===== src/rtl/q_flop_sequencer.sv =====
// Shares one q_flop sampler among N_REQ requesters: round-robin grant, arm, wait for ack, respond.
// Optional QSEQ_ERR_COUNT_EN adds a saturating timeout counter (err_count_o) with synchronous clear.
module q_flop_sequencer #(
    parameter int N_REQ       = 4,
    parameter int ARM_CYCLES  = 2,
    parameter int SYNC_STAGES = 2,
    parameter int TIMEOUT     = 15,
    localparam int ID_W       = (N_REQ > 1) ? $clog2(N_REQ) : 1
) (
    input  logic             clk,
    input  logic             rst_n,
    input  logic [N_REQ-1:0] req_i,
    output logic [N_REQ-1:0] gnt_o,
    output logic [ID_W-1:0]  qf_sel_o,
    output logic             qf_rst_o,
    input  logic             qf_ack_i,
    input  logic             qf_out_i,
    output logic             rsp_valid_o,
    output logic [ID_W-1:0]  rsp_id_o,
    output logic             rsp_bit_o,
    output logic             rsp_err_o
`ifdef QSEQ_ERR_COUNT_EN
    ,
    input  logic             err_clr_i,
    output logic [7:0]       err_count_o
`endif
);

    localparam int ARM_W = (ARM_CYCLES > 1) ? $clog2(ARM_CYCLES) : 1;
    localparam logic [ARM_W-1:0] ARM_LAST    = ARM_W'(ARM_CYCLES - 1);
    localparam logic [7:0]       SYNC_CNT    = 8'(SYNC_STAGES);
    localparam logic [7:0]       TIMEOUT_CNT = 8'(TIMEOUT);
    localparam logic [ID_W-1:0]  LAST_ID     = ID_W'(N_REQ - 1);

    typedef enum logic [1:0] {
        ST_IDLE,
        ST_ARM,
        ST_WAIT,
        ST_RESP
    } state_e;

    state_e           state_q, state_d;
    logic [ID_W-1:0]  ptr_q, ptr_d;
    logic [ID_W-1:0]  sel_q, sel_d;
    logic [ARM_W-1:0] arm_cnt_q, arm_cnt_d;
    logic [7:0]       cnt_q, cnt_d;
    logic [N_REQ-1:0] gnt_q, gnt_d;
    logic             qf_rst_q, qf_rst_d;
    logic             rsp_valid_q, rsp_valid_d;
    logic [ID_W-1:0]  rsp_id_q, rsp_id_d;
    logic             rsp_bit_q, rsp_bit_d;
    logic             rsp_err_q, rsp_err_d;

    logic [SYNC_STAGES-1:0] ack_sync_q;
    logic [SYNC_STAGES-1:0] out_sync_q;
    logic                   ack_s;
    logic                   out_s;

    // qf_ack/qf_out are asynchronous to clk; only the last stage is ever used.
    always_ff @(posedge clk or negedge rst_n) begin
        if (!rst_n) begin
            ack_sync_q <= '0;
            out_sync_q <= '0;
        end else begin
            ack_sync_q <= {ack_sync_q[SYNC_STAGES-2:0], qf_ack_i};
            out_sync_q <= {out_sync_q[SYNC_STAGES-2:0], qf_out_i};
        end
    end

    assign ack_s = ack_sync_q[SYNC_STAGES-1];
    assign out_s = out_sync_q[SYNC_STAGES-1];

    // Requests at or above the pointer win; otherwise fall back to the lowest set bit (wrap).
    logic [N_REQ-1:0] req_hi;
    logic [ID_W-1:0]  pick;
    logic [ID_W-1:0]  pick_next;

    genvar gi;
    generate
        for (gi = 0; gi < N_REQ; gi++) begin : g_mask
            assign req_hi[gi] = req_i[gi] & (ID_W'(gi) >= ptr_q);
        end
    endgenerate

    always_comb begin
        pick = '0;
        for (int k = N_REQ - 1; k >= 0; k--) begin
            if (req_i[k]) begin
                pick = ID_W'(k);
            end
        end
        for (int k = N_REQ - 1; k >= 0; k--) begin
            if (req_hi[k]) begin
                pick = ID_W'(k);
            end
        end
        pick_next = (pick == LAST_ID) ? '0 : pick + 1'b1;
    end

    always_ff @(posedge clk or negedge rst_n) begin
        if (!rst_n) begin
            state_q     <= ST_IDLE;
            ptr_q       <= '0;
            sel_q       <= '0;
            arm_cnt_q   <= '0;
            cnt_q       <= '0;
            gnt_q       <= '0;
            qf_rst_q    <= 1'b1;
            rsp_valid_q <= 1'b0;
            rsp_id_q    <= '0;
            rsp_bit_q   <= 1'b0;
            rsp_err_q   <= 1'b0;
        end else begin
            state_q     <= state_d;
            ptr_q       <= ptr_d;
            sel_q       <= sel_d;
            arm_cnt_q   <= arm_cnt_d;
            cnt_q       <= cnt_d;
            gnt_q       <= gnt_d;
            qf_rst_q    <= qf_rst_d;
            rsp_valid_q <= rsp_valid_d;
            rsp_id_q    <= rsp_id_d;
            rsp_bit_q   <= rsp_bit_d;
            rsp_err_q   <= rsp_err_d;
        end
    end

    always_comb begin
        state_d     = state_q;
        ptr_d       = ptr_q;
        sel_d       = sel_q;
        arm_cnt_d   = arm_cnt_q;
        cnt_d       = cnt_q;
        gnt_d       = '0;
        qf_rst_d    = qf_rst_q;
        rsp_valid_d = 1'b0;
        rsp_id_d    = rsp_id_q;
        rsp_bit_d   = rsp_bit_q;
        rsp_err_d   = rsp_err_q;

        case (state_q)
            ST_IDLE: begin
                qf_rst_d = 1'b1;
                if (|req_i) begin
                    gnt_d     = N_REQ'(1'b1) << pick;
                    sel_d     = pick;
                    ptr_d     = pick_next;
                    arm_cnt_d = '0;
                    state_d   = ST_ARM;
                end
            end
            ST_ARM: begin
                // qf_rst stays high while the external data mux settles on the new select.
                qf_rst_d = 1'b1;
                if (arm_cnt_q == ARM_LAST) begin
                    cnt_d    = '0;
                    qf_rst_d = 1'b0;
                    state_d  = ST_WAIT;
                end else begin
                    arm_cnt_d = arm_cnt_q + 1'b1;
                end
            end
            ST_WAIT: begin
                qf_rst_d = 1'b0;
                // The first SYNC_STAGES cycles may still show an ack left over from before release.
                if ((cnt_q >= SYNC_CNT) && ack_s) begin
                    rsp_valid_d = 1'b1;
                    rsp_id_d    = sel_q;
                    rsp_bit_d   = out_s;
                    rsp_err_d   = 1'b0;
                    qf_rst_d    = 1'b1;
                    state_d     = ST_RESP;
                end else if (cnt_q == TIMEOUT_CNT) begin
                    rsp_valid_d = 1'b1;
                    rsp_id_d    = sel_q;
                    rsp_bit_d   = 1'b0;
                    rsp_err_d   = 1'b1;
                    qf_rst_d    = 1'b1;
                    state_d     = ST_RESP;
                end else if (cnt_q < TIMEOUT_CNT) begin
                    cnt_d = cnt_q + 8'd1;
                end
            end
            ST_RESP: begin
                qf_rst_d = 1'b1;
                state_d  = ST_IDLE;
            end
            default: begin
                qf_rst_d = 1'b1;
                state_d  = ST_IDLE;
            end
        endcase
    end

    assign gnt_o       = gnt_q;
    assign qf_sel_o    = sel_q;
    assign qf_rst_o    = qf_rst_q;
    assign rsp_valid_o = rsp_valid_q;
    assign rsp_id_o    = rsp_id_q;
    assign rsp_bit_o   = rsp_bit_q;
    assign rsp_err_o   = rsp_err_q;

`ifdef QSEQ_ERR_COUNT_EN
    logic [7:0] err_count_q, err_count_d;

    // Clear has priority over a coincident timeout strobe.
    always_comb begin
        err_count_d = err_count_q;
        if (err_clr_i) begin
            err_count_d = 8'd0;
        end else if (rsp_valid_q && rsp_err_q && (err_count_q != 8'hFF)) begin
            err_count_d = err_count_q + 8'd1;
        end
    end

    always_ff @(posedge clk or negedge rst_n) begin
        if (!rst_n) begin
            err_count_q <= 8'd0;
        end else begin
            err_count_q <= err_count_d;
        end
    end

    assign err_count_o = err_count_q;
`endif

endmodule

===== config.mk =====
export PLATFORM = sky130hd
export DESIGN_NAME = q_flop_sequencer
export DESIGN_NICKNAME = d
export VERILOG_FILES = /design/src/rtl/q_flop_sequencer.sv
export SDC_FILE = /design/constraint.sdc
export NUM_CORES = 1
export LEC_CHECK = 0
export CORE_MARGIN = 5
export CORE_UTILIZATION = 56
export CTS_CLUSTER_SIZE = 14
export DETAILED_ROUTE_END_ITERATION = 6
export GPL_TIMING_DRIVEN = 0
export PLACE_DENSITY = 0.82
export SYNTH_ARGS = -nofsm -noshare
export SYNTH_HDL_FRONTEND = slang
export SYNTH_SLANG_ARGS = --single-unit
export TNS_END_PERCENT = 20

===== constraint.sdc =====
create_clock -name clk -period 3.2 [get_ports clk]
set_input_delay 0.8 -clock clk [delete_from_list [all_inputs] [get_ports clk]]
set_output_delay 0.8 -clock clk [all_outputs]
set_load 0.01 [all_outputs]

-- Word level (Yosys, flattened, before mapping)
Cells that the tools add are included.
W data, S select, Z words.
- register bits: 29
- input bits: 8
- output and inout port bits: 12
- logic and storage cells: 85
- add/sub/neg operators: 3
- $lt $le $gt $ge: 6
- eq/ne operators: 11
- shift-type cells: 1
- mux-type cells: 35
- bitwise operators: 4
- reductions and logical operators: 12
- operators with widths (cell ; number):
    $mux W8 ; 4
    $mux W2 ; 15
    $pmux W8 S2 ; 1
    $mux W1 ; 10
    $ne A2 B2 Y1 const B ; 5
    $add A8 B1 Y8 const B ; 1
    $eq A8 B4 Y1 const B ; 1
    $ge A8 B2 Y1 const B ; 1
    $lt A8 B4 Y1 const B ; 1
    $mux W4 ; 2
    $pmux W2 S4 ; 1
    $eq A2 B2 Y1 const B ; 3
    $reduce_and A2 Y1 ; 3
    $reduce_bool A2 Y1 ; 3
    $reduce_and A5 Y1 ; 1
    $and A1 B1 Y1 ; 4
    $ge A1 B2 Y1 const A ; 2
    $ge A2 B2 Y1 const A ; 2
    $reduce_or A4 Y1 ; 1
    $shl A1 B2 Y4 const A ; 1
    $ne A3 B3 Y1 const B ; 1
    $pmux W1 S3 ; 1
    $reduce_and A3 Y1 ; 1
    $add A2 B1 Y2 const B ; 1
    other kinds (6) ; 6

-- Logic depth before layout (Yosys ltp)
- word-level depth: 11
- gate-level depth with buffers: 7
- gate-level depth less buffers: 6

-- Least setup slack after synthesis
No wires, ideal clock.
- kind: input -> register
- from: in req_i[0]
- to: reg gnt_q[1], in the netlist gnt_o[1]
- library setup time: 119 ps
- arrival: 1764 ps
- required time: 3081 ps
- slack: 1317 ps
- stages on the path: 5
- path buffers: 0
- cells stage by stage: or3b_2 -> o221ai_1 -> inv_1 -> ha_1 -> and2_1
- cells in the longest elaborated chain, start to end: 8
- elaborated cells on any way between the ends: 10
- those cells by class: 1 x shift; 7 x mux; 1 x bitwise; 1 x reduce/logical
- RTL lines (item ; RTL line ; RTL):
    start: declaration ; 12 ; input logic [N_REQ-1:0] req_i,
    $mux W2 ; 88 ; if (req_i[k]) begin
    $mux W2 (3 in a row) ; 93 ; if (req_hi[k]) begin
    $mux W2 (*) ; 93 ;
    net pick[0] ; 75 ; logic [ID_W-1:0] pick;
    $shl A1 B2 Y4 (*) ; 145 ; gnt_d = N_REQ'(1'b1) << pick;
    $mux W4 (*) ; 144 ; if (|req_i) begin
    $mux W4 (*) ; 141 ; case (state_q)
    net gnt_d[1] ; 47 ; logic [N_REQ-1:0] gnt_q, gnt_d;
    end signal: assignment ; 119 ; gnt_q <= gnt_d;
    end: declaration ; 47 ;
Mark *: on every way through the listed nets, which the timed path passes. The rest lies on a longest branch.
A chain may end at the register's enable or synchronous reset.

-- Final worst setup path
Ends and elaborated chain as after synthesis.

==> flow_results.org <==
** Status
- The run finished with clean final reports.

** Timing
- Post-route setup TNS :: 0 ns
- Total setup violations reported at the end of the flow :: 0
- Post-route fraction of the period consumed by the critical path :: 70.07%
- Derived from the worst setup path, the maximum achievable clock frequency is about 450 MHz.
- Final hold vios :: 0
- After layout, the worst setup slack is 0.9577 ns.
- Setup repair after global routing left no endpoint under its margin.
- Max-slew violation count :: 0
- On the final layout, the worst hold slack is about 0.36 ns.
- Clock tree skew after final layout :: about 0.0076 ns
- Actual transition at the worst max-transition pin :: roughly 0.67 ns
- Min cycle time layout :: 2.242 ns
- Measured against its own limit, the worst slew margin works out to ~55%.

** Job
- Count of max-cap constraint violations :: 0

** Finish
- Relative to the synthesized area, the layout overhead comes to 20.11%.
- Post-route cell area :: approximately 0.0016 mm²
- Non-filler instance count after layout :: between 150 and 200
- Final-stage net count :: 156
- Layout cells sized above 1 :: approximately 15%
- The number of antenna diodes in the final layout is 0.

** Floorplan
- In this run the core area contains 17 standard-cell rows.
- Core Area :: around 0.0023 mm²
- Measured along the x axis, the die boundary spans between 50 and 60 µm.
- The initial utilization of the core area, before any placement, comes to about three fifths.
- The die is 59.10 µm tall.
- The die covers 0.003493 mm².
- # IOs :: 20

** Synth
- Most instantiated flip-flop cell in the synthesis netlist :: sky130_fd_sc_hd__dfrtp_1
- The synthesized netlist devotes 0% of its cell area to XOR and XNOR gates.
- Share of Yosys cell area claimed by the top area cell type :: 51.90%
- The number of nets in the synthesized netlist is 130.
- The cell area that synthesis handed to floorplanning was approximately 0.0014 mm².
- For this run, asynchronously set or reset flops after synthesis account for 100.0%.
- Of the total synthesized cell area, the portion taken by AND, OR, NAND and NOR gates is 17.05%.
- Dominant cell type by area after synthesis :: sky130_fd_sc_hd__dfrtp_1
- Synthesized area per cell :: between 10 and 15 µm²
- Cell types with the largest area share after synthesis :: sky130_fd_sc_hd__dfrtp_1, sky130_fd_sc_hd__ha_1, sky130_fd_sc_hd__mux2i_1
- Number of distinct standard cells referenced by the synthesized netlist :: 39
- Most frequent cell after synthesis :: sky130_fd_sc_hd__dfrtp_1
- Post-synthesis mux area share :: a little under 7%
- After Yosys synthesis, full adders, half adders and majority gates account for 8.341% of the synthesized area.
- Sequential fraction of the synthesis area :: 53.85%
- Main combinational cell family by area after synthesis :: simple AND/OR/NAND/NOR gates
- Area fraction in compound gates after synthesis :: roughly 11%
- Commonest cells in the netlist :: sky130_fd_sc_hd__dfrtp_1, sky130_fd_sc_hd__ha_1, sky130_fd_sc_hd__inv_1, sky130_fd_sc_hd__nand2_1, sky130_fd_sc_hd__and2_1
- EDFF count, synth :: 0
- Warnings, synthesis :: 0
- Cells after Synth :: 113
- The synthesized design contains 29 register bits.

** Detailed routing
- After detailed routing, the average wire length per cell comes to 14.61 µm.
- The first detailed-routing pass ran for 4 iterations.
- Residual DRC count :: 0
- Number of vias in the routed layout :: 900
- First DRT Iteration DRCs :: 18
- Drt total wl :: between 2000 and 2500 µm
- In the routed layout, each cell is associated on average with a via count of ~5.4.
- DRT antenna net count :: 0

** Global route
- Met1 usage in global routing :: about a fifth
- The global routing stage identified its most utilized layer as met2.
- For this run, global-route usage on met3 was measured as around 7.0%.
- The initial antenna violation count is 0.
- The first global-routing pass estimated 4133 µm of wire.
- Maximum number of pins on one net before global-route repair :: 30
- Total routing resource utilization after global routing :: 16.45%
- Leftover overflow at the end of global routing :: 0
- Vias in the first global route :: 937
- For met2 alone, demand over resource in global routing was about 25%.

** Clocking
- TritonCTS built the clock tree.
- CTS saw 29 sinks.
- Count of cells resized by post-cts repair :: 0
- The H-tree was split into 2 levels.
- Register clock-pin slew on the reported worst setup and hold paths :: around 0.09 ns
- Hold bufs inserted after CTS :: 0
- Clock latency at the later pin of the worst-skew pair :: approximately 0.33 ns
- Root buffer cell :: sky130_fd_sc_hd__clkbuf_4
- The clock passes through at most 2 buffers.
- Number of clock buffers inserted by TritonCTS :: 5
- Post-CTS Setup Repair Bufs :: 0

** Critical path
- By startpoint and endpoint, the worst setup path is classified as primary input to flop.
- Required time reported for the critical path endpoint :: approximately 3.4 ns
- Together, buffers and inverters on the worst path number 2.
- Kind of launch point of the worst setup path :: primary input
- Critical Path, Cell by Cell :: clkdlybuf4s50_1, or3b_2, o221ai_1, inv_1, ha_1, and2_1
- Signal arrival time at the worst endpoint :: 2.47 ns
- Critical path capture point type :: flop
- Kind of cell adding the most delay to the critical path :: buffers and inverters
- Critical path's largest stage delay :: around 0.55 ns
- The largest individual stage delay along the critical path comes from the cell sky130_fd_sc_hd__clkdlybuf4s50_1.
- Critical path fanouts, max :: 5

** Place
- Gp weighted congestion :: between 0.6 and 0.7
- Once placement completed, the tool counted placed cells totaling 160.
- Post-placement worst setup slack :: roughly 0.63 ns
- Port Buffers :: 19
- Half-perimeter wire length after placement :: ~1800 µm
- The placed instances occupy a cell area of 0.001575 mm².

** Power
- VDD sags by at most 0.0005446 V.
- Combinational power share :: 43.4%
- Fraction of power spent switching nets :: 36.57%
- For this design the total switching power over the nets is ~500 µW.
- The share of total power dissipated in sequential elements is between 40% and 50%.
- The internal portion of the total power is around 900 µW.
- The analysis attributes to cell leakage a power of a little under 0.0008 µW.
- Dividing total power by cell area gives a power density of roughly 860 mW/mm².
- Clock group share of total power :: about 15%

** Min path
- The path class of the tightest hold or removal check is flop to flop.
-- metal layers --
metal	vias up	part of all wire, %
met2	23	48
met5	-	0
met1	423	43
met4	0	3.3
met3	10	5.6
li1	444	-
-- area by class of cell --
class | instances | area, µm²
clock buffer | 6 | 41.29
fill | 182 | 633.1
sequential | 29 | 726.9
buffer | 1 | 3.754
inverter | 9 | 33.78
clock inverter | 2 | 10.01
timing repair buffer | 19 | 185.2
tap | 28 | 35.03
multi-input combinational | 74 | 585.6
-- kinds of logic (layout without fill, tap and decap cells) --
family,after synthesis,after routing
muxes,8,8
AOI/OAI and AO/OA,21,21
and+or+nand+nor,36,36
DFF,29,29
buffers and inverters,10,37
adders and majority gates,9,9
-- worst reg2reg max path, delay by kind of cell, from the launching register on --
kind                       cells  cell delay [ns]
adders and majority gates      1             0.22
and+or+nand+nor                1             0.35
muxes                          1             0.30
DFF                            1             0.42
AOI/OAI and AO/OA              2             0.48
buffers and inverters          1             0.06
-- power by group through the flow --
stage / Clock (µW) / Combinational [µW] / Sequential (µW)
3_3_place_gp: 0 / 576 / 574
4_1_cts: 215 / 610 / 580
3_5_place_dp: 0 / 603 / 587
2_1_floorplan: 0 / 367 / 593
5_1_grt: 233 / 658 / 598
6_report: 207 / 602 / 579
-- cells in the final DEF (no fill, tap or decap), drive strengths merged, types with 2 or more instances in the layout --
cell            n
a21o            2
clkinv          2
mux2            3
nand3           3
inv             9
nor4            3
nand2           8
o21ai           3
nor2b           2
and2            8
or4             2
clkbuf          7
a21boi          3
mux2i           5
clkdlybuf4s50  18
a21oi           5
dfrtp          28
ha              9
o21a            2
nor2            4
-- state kept, by name, summed over array words and instances, names as in the netlist --
register and count:
rsp_valid_o 1, rsp_id_o 2, qf_rst_o 1, ptr_q 2
rsp_err_o 1, qf_sel_o 2, rsp_bit_o 1, cnt_q 8
state_q 2, out_sync_q 2, gnt_o 4, ack_sync_q 2
arm_cnt_q 1
-- stage by stage --
step	util (%)	power, µW
after floorplan	-	959.4
final	71.92	1388
after CTS	72.14	1405
after global routing	71.92	1490
after detailed placement	69.87	1190
after global placement	69.87	1150
-- worst paths after layout --
path	from	end	slack, ns	cells past startpoint
worst max-delay path	req_i[0]	gnt_o[1]$_DFF_PN0_	0.96	6
worst min-delay path	ack_sync_q[0]$_DFF_PN0_	ack_sync_q[1]$_DFF_PN0_	0.36	0
worst max register to register	cnt_q[0]$_DFFE_PN0P_	rsp_id_o[0]$_DFFE_PN0P_	1.25	6
worst min register to register	ack_sync_q[0]$_DFF_PN0_	ack_sync_q[1]$_DFF_PN0_	0.36	0
max in group asynchronous	rst_n	qf_sel_o[0]$_DFFE_PN0P_	2.31	1
min in group asynchronous	rst_n	cnt_q[3]$_DFFE_PN0P_	0.47	1
Power figures use the tool's default switching activity.
